## src/rtl/flag_reg_dec_unit_if.sv

```systemverilog
// Branch-decode bus: ALU flags, condition code and branch enable in, branch-taken out.
interface flag_reg_dec_unit_if #(
  parameter int unsigned FR_FLAG_W = 4,
  parameter int unsigned FR_FUNC_W = 4
);
  logic [FR_FLAG_W-1:0] flags;
  logic [FR_FUNC_W-1:0] func;
  logic                 bre;
  logic                 is_br;

  modport master (output flags, output func, output bre, input is_br);
  modport slave  (input flags, input func, input bre, output is_br);
endinterface

```

## src/rtl/flag_reg_dec_unit.sv

```systemverilog
// Flag register plus branch-condition decoder; n_rst is an active-high synchronous reset.
// Signed conditions (codes 12-15) are enabled by defining FR_SIGNED_COND_EN.
module flag_reg_dec_unit #(
  parameter int unsigned FR_FLAG_W = 4,
  parameter int unsigned FR_FUNC_W = 4
) (
  input  logic                  clock,
  input  logic                  n_rst,
  flag_reg_dec_unit_if.slave    bus
);

  localparam int unsigned Z_BIT = 0;
  localparam int unsigned C_BIT = 1;
  localparam int unsigned S_BIT = 2;
  localparam int unsigned V_BIT = 3;

  logic [FR_FLAG_W-1:0] flag_q;
  logic                 z_f;
  logic                 c_f;
  logic                 s_f;
  logic                 v_f;
  logic                 cond;

  // Branches never touch the flags; everything else reloads them.
  always_ff @(posedge clock) begin
    if (n_rst) begin
      flag_q <= '0;
    end else if (!bus.bre) begin
      flag_q <= bus.flags;
    end
  end

  assign z_f = flag_q[Z_BIT];
  assign c_f = flag_q[C_BIT];
  assign s_f = flag_q[S_BIT];
  assign v_f = flag_q[V_BIT];

  always_comb begin
    cond = 1'b0;
    case (bus.func)
      FR_FUNC_W'(0):  cond = 1'b0;
      FR_FUNC_W'(1):  cond = 1'b1;
      FR_FUNC_W'(2):  cond = z_f;
      FR_FUNC_W'(3):  cond = ~z_f;
      FR_FUNC_W'(4):  cond = c_f;
      FR_FUNC_W'(5):  cond = ~c_f;
      FR_FUNC_W'(6):  cond = s_f;
      FR_FUNC_W'(7):  cond = ~s_f;
      FR_FUNC_W'(8):  cond = v_f;
      FR_FUNC_W'(9):  cond = ~v_f;
      FR_FUNC_W'(10): cond = c_f & ~z_f;
      FR_FUNC_W'(11): cond = ~c_f | z_f;
`ifdef FR_SIGNED_COND_EN
      FR_FUNC_W'(12): cond = ~(s_f ^ v_f);
      FR_FUNC_W'(13): cond = s_f ^ v_f;
      FR_FUNC_W'(14): cond = ~z_f & ~(s_f ^ v_f);
      FR_FUNC_W'(15): cond = z_f | (s_f ^ v_f);
`endif
      default:        cond = 1'b0;
    endcase
  end

  // Combinational by design: func/bre reach is_br with zero latency.
  assign bus.is_br = ~n_rst & bus.bre & cond;

endmodule

```

## src/flat_wrapper.sv

```systemverilog
// flat-port wrapper written by rule: the top's interface ports become plain ports
module flag_reg_dec_unit_flat 
#(
  parameter int unsigned FR_FLAG_W = 4,
  parameter int unsigned FR_FUNC_W = 4
)
  (clock, n_rst, bus_flags, bus_func, bus_bre, bus_is_br);
  flag_reg_dec_unit_if #(.FR_FLAG_W(FR_FLAG_W), .FR_FUNC_W(FR_FUNC_W)) bus_i ();
  input  logic clock;
  input  logic n_rst;
  input wire logic [$bits(bus_i.flags)-1:0] bus_flags;
  input wire logic [$bits(bus_i.func)-1:0] bus_func;
  input wire logic [$bits(bus_i.bre)-1:0] bus_bre;
  output wire logic [$bits(bus_i.is_br)-1:0] bus_is_br;
  assign bus_i.flags = bus_flags;
  assign bus_i.func = bus_func;
  assign bus_i.bre = bus_bre;
  assign bus_is_br = bus_i.is_br;
  flag_reg_dec_unit #(.FR_FLAG_W(FR_FLAG_W), .FR_FUNC_W(FR_FUNC_W)) u_core (.clock(clock), .n_rst(n_rst), .bus(bus_i));
endmodule
```

## config.mk

```make
export PLATFORM = sky130hd
export DESIGN_NAME = flag_reg_dec_unit_flat
export DESIGN_NICKNAME = d
export VERILOG_FILES = /design/src/rtl/flag_reg_dec_unit_if.sv /design/src/rtl/flag_reg_dec_unit.sv /design/src/flat_wrapper.sv
export SDC_FILE = /design/constraint.sdc
export NUM_CORES = 1
export LEC_CHECK = 0
export ABC_AREA = 1
export BUFFER_PORTS_ARGS = -buffer_cell sky130_fd_sc_hd__buf_2
export CELL_PAD_IN_SITES_DETAIL_PLACEMENT = 2
export CELL_PAD_IN_SITES_GLOBAL_PLACEMENT = 2
export CORE_UTILIZATION = 23
export CTS_CLUSTER_DIAMETER = 200
export CTS_CLUSTER_SIZE = 20
export DETAILED_ROUTE_END_ITERATION = 12
export PLACE_DENSITY_LB_ADDON = 0.1
export SYNTH_ARGS = -nofsm -noshare
export SYNTH_HDL_FRONTEND = slang
export SYNTH_SLANG_ARGS = --single-unit
```

## constraint.sdc

```tcl
create_clock -name clock -period 1.26 [get_ports clock]
set_input_delay 0.126 -clock clock [delete_from_list [all_inputs] [get_ports clock]]
set_output_delay 0.126 -clock clock [all_outputs]
set_load 0.005 [all_outputs]
```

==> metrics.txt <==
# TYPE chip_impl_metric gauge
chip_impl_metric{name="grt_max_degree",unit=""} 10
chip_impl_metric{name="static-leakage-power",unit="nW"} 0.228
chip_impl_info{name="primary_ff_master_synth",value="dfxtp_1"} 1
chip_impl_metric{name="max_stage_delay",unit="ns"} 0.33
chip_impl_metric{name="drtIter0Drc",unit=""} 0
chip_impl_metric{name="num_vias",unit=""} 385
chip_impl_metric{name="synthMuxAreaShare",unit=""} 0
chip_impl_info{name="tritoncts",value="yes"} 1
chip_impl_metric{name="die_width",unit="microns"} 39.6
chip_impl_metric{name="cellInternalPower",unit="mW"} 0.286
chip_impl_metric{name="floorplan.io_pins",unit=""} 12
chip_impl_metric{name="layout_setup_ws",unit="ns"} -0.00726
chip_impl_info{name="worst-setup-path-type",value="flop to primary output"} 1
chip_impl_metric{name="die_area",unit="sq um"} 1570
chip_impl_metric{name="antenna_cells_inserted",unit=""} 0
chip_impl_metric{name="synthSimpleGateAreaFrac",unit=""} 0.427
chip_impl_metric{name="timing.final.crit_period",unit="ns"} 1.27
chip_impl_metric{name="worst_ep_required_time",unit="ns"} 1.13
chip_impl_metric{name="place.gp.congestion",unit=""} 0.633
chip_impl_metric{name="finalCoreUtilization",unit=""} 0.337
chip_impl_info{name="cts_root_buffer",value="clkbuf_4"} 1
chip_impl_info{name="synthTopCellsByArea",value="dfxtp_1 (25%), nand3_1 (14%), nand2_1 (13%), ha_1 (12%), inv_1 (10%)"} 1
chip_impl_metric{name="synth-compound-area-share",unit=""} 0.0923
chip_impl_info{name="netlist_top_cells_count",value="nand2_1 (11), inv_1 (9), nand3_1 (9), nor2_1 (9)"} 1
chip_impl_metric{name="switching_share",unit=""} 0.271
chip_impl_info{name="rsz0062_at_grt",value="true"} 1
chip_impl_metric{name="combPwrFrac",unit=""} 0.248
chip_impl_metric{name="power.clock.fraction",unit=""} 0.383
chip_impl_metric{name="start_util",unit=""} 0.250
chip_impl_metric{name="cts.reportedPaths.clkPinSlew",unit="ns"} 0.04
chip_impl_metric{name="yosysWarnings",unit=""} 0
chip_impl_metric{name="groute.usage.overall",unit=""} 0.143
chip_impl_info{name="cp-start-kind",value="flop"} 1
chip_impl_metric{name="grt_pass1_wl",unit="microns"} 1510
chip_impl_metric{name="multi_input_combinational_cell_area",unit="sq um"} 209
chip_impl_metric{name="tritoncts.num_buffers",unit=""} 3
chip_impl_metric{name="clk_latency",unit="ns"} 0.22
chip_impl_metric{name="yosysUniqueCellTypes",unit=""} 10
chip_impl_metric{name="avgRoutedWirePerCell",unit="microns"} 11.1
chip_impl_metric{name="ys_seq_area_frac",unit=""} 0.246
chip_impl_metric{name="largest_register_ff_count",unit=""} 4
chip_impl_metric{name="num_rows",unit=""} 13
chip_impl_metric{name="peakVddDrop",unit="V"} 0.000367
chip_impl_info{name="post-synth-top-count-cell",value="nand2_1"} 1
chip_impl_metric{name="max_freq",unit="GHz"} 0.789
chip_impl_info{name="top_regs",value="u_core.flag_q: 4 flops"} 1
chip_impl_metric{name="tightestPinTransition",unit="ns"} 0.164
chip_impl_metric{name="synth-seq-cells",unit=""} 4
chip_impl_info{name="synth_top_family_by_area",value="simple AND/OR/NAND/NOR gates"} 1
chip_impl_metric{name="htreeDepth",unit=""} 1
chip_impl_info{name="outcome",value="complete, but fails checks"} 1
chip_impl_metric{name="power_per_cell_area",unit="nW/um^2"} 897
chip_impl_metric{name="grt.overflow.total",unit=""} 0
chip_impl_metric{name="hold_buffers_post_cts",unit=""} 0
chip_impl_metric{name="cp_max_fo",unit=""} 3
chip_impl_metric{name="slew_viol_final",unit=""} 0
chip_impl_info{name="hold_class",value="input pin to flop"} 1
chip_impl_metric{name="dr.pass1.iters",unit=""} 1
chip_impl_info{name="crit_path_top_delay_cell",value="dfxtp_2"} 1
chip_impl_metric{name="synth-adder-area-share",unit=""} 0.115
chip_impl_metric{name="dp_hpwl",unit="microns"} 770
chip_impl_metric{name="routed_via_density",unit=""} 4.64
chip_impl_metric{name="postPlaceCellArea",unit="sq um"} 394
chip_impl_metric{name="synth.cell_area",unit="sq um"} 325
chip_impl_metric{name="die_y",unit="microns"} 39.6
chip_impl_metric{name="r2r_setup_slack",unit="ns"} 0.36
chip_impl_metric{name="seq_area",unit="sq um"} 83.8
chip_impl_metric{name="route.detailed.drc",unit=""} 0
chip_impl_info{name="failed_checks",value="negative setup slack"} 1
chip_impl_metric{name="total_number_of_nets_in_the_final_design",unit=""} 84
chip_impl_metric{name="postSynth.asyncResetShare",unit=""} 0
chip_impl_metric{name="number_of_global_route_vias_before_repair",unit=""} 368
chip_impl_metric{name="core_area",unit="sq um"} 1300
chip_impl_metric{name="drt.antenna.violating_nets",unit=""} 0
chip_impl_metric{name="cap_violations",unit=""} 0
chip_impl_info{name="critical_path.cell_chain",value="inv_2, nand2_1, nand3_1, nand3_1, nand2_1, nor2_1, nor2_1, buf_2"} 1
chip_impl_metric{name="totalWireLength",unit="microns"} 921
chip_impl_metric{name="clock-sinks",unit=""} 4
chip_impl_metric{name="fillers",unit=""} 177
chip_impl_metric{name="postLayoutCellArea",unit="sq um"} 438
chip_impl_info{name="synth_largest_area_cell",value="dfxtp_1"} 1
chip_impl_metric{name="max_slew_headroom",unit=""} 0.890
chip_impl_metric{name="crit_arrival",unit="ns"} 1.14
chip_impl_metric{name="synth-xor-area-share",unit=""} 0
chip_impl_metric{name="final.setup_skew",unit="ns"} 0
chip_impl_metric{name="power.switching",unit="mW"} 0.107
chip_impl_metric{name="min_period_over_period",unit=""} 1.01
chip_impl_metric{name="synth-edff-count",unit=""} 0
chip_impl_metric{name="share_seq_of_total_power",unit=""} 0.370
chip_impl_metric{name="areaGrowthSynthToFinish",unit="%"} 34.6
chip_impl_info{name="cp_capture_type",value="primary output"} 1
chip_impl_metric{name="syn-num-nets",unit=""} 67
chip_impl_info{name="regMostFlops",value="u_core.flag_q"} 1
chip_impl_metric{name="syn_inst",unit=""} 53
chip_impl_metric{name="final-setup-viol-count",unit=""} 1
chip_impl_metric{name="synth_top_area_share",unit=""} 0.246
chip_impl_metric{name="ctsLongestPathBuffers",unit=""} 2
chip_impl_metric{name="share_of_cells_above_drive_strength_1",unit=""} 0.368
chip_impl_metric{name="avg_inst_size_synth",unit="sq um"} 6.14
chip_impl_metric{name="grt_antenna_before_repair",unit=""} 0
chip_impl_metric{name="hold_violations",unit=""} 0
chip_impl_metric{name="numPortBuffers",unit=""} 11
## metal layers
metal  global-route usage  wire, microns
met5                    0              0
met4               0.0517              7
met3               0.0170             34
met2                0.230            433
met1                0.193            445
## cell families (layout without fill, tap and decap cells)
logic type	Yosys count	count (layout)
and+or+nand+nor	32	32
buffers and inverters	10	25
AOI/OAI and AO/OA	4	4
DFF	4	4
adders and majority gates	3	3
## layout make-up
class	instances	share of cell area
clock buffer	3	0.0514
multi-input combinational	39	0.477
inverter	9	0.0771
sequential	4	0.191
tap	15	0.0429
timing repair buffer	13	0.160
## stage by stage
stage	setup TNS (ns)	total power [mW]	setup slack, ns	instances	hold WS, ns
detailed placement	0	0.236	0.0852	78	0.376
global placement	0	0.233	0.0935	78	0.372
CTS	-0.0128	0.394	-0.0128	82	0.134
global route	-0.106	0.421	-0.106	83	0.144
floorplan	0	0.196	0.381	53	0.204
finish	-0.00726	0.393	-0.00726	83	0.130
## path summary, 6_finish.rpt
kind                       to              from  cells past startpoint
max                 bus_is_br  u_core.flag_q[1]                      8
max reg2reg  u_core.flag_q[1]  u_core.flag_q[1]                      4
min reg2reg  u_core.flag_q[2]  u_core.flag_q[2]                      2
min          u_core.flag_q[1]             n_rst                      2
## cell usage in the layout (no fill, tap or decap)
cell	instances
ha_1	3
nand3_1	9
dfxtp_1	1
nor2_2	3
buf_4	2
inv_1	6
nor2_1	8
nand4_1	1
nand2_1	11
a211oi_1	4
clkbuf_4	3
inv_2	3
buf_2	11
dfxtp_2	3
## worst max-delay path: cells and delay by family (launching register included)
kind | cells | cell delay, ns
AND/OR/NAND/NOR | 6 | 0.41
buffers and inverters | 2 | 0.20
flip-flops | 1 | 0.33
## repair_timing
item	in CTS	in global routing
resized for setup	5	2
hold endpoints to repair	0	0
pin swaps	2	1
endpoints found under the setup margin	1	1
setup buffers	1	1
## power by group through the flow
stage	registers (mW)	clock network [mW]	logic (mW)
2_1_floorplan	0.142	0	0.0537
3_3_place_gp	0.144	0	0.0894
3_5_place_dp	0.144	0	0.0916
4_1_cts	0.144	0.154	0.0956
5_1_grt	0.147	0.163	0.111
6_report	0.145	0.150	0.0973
Power figures use the tool's default switching activity.
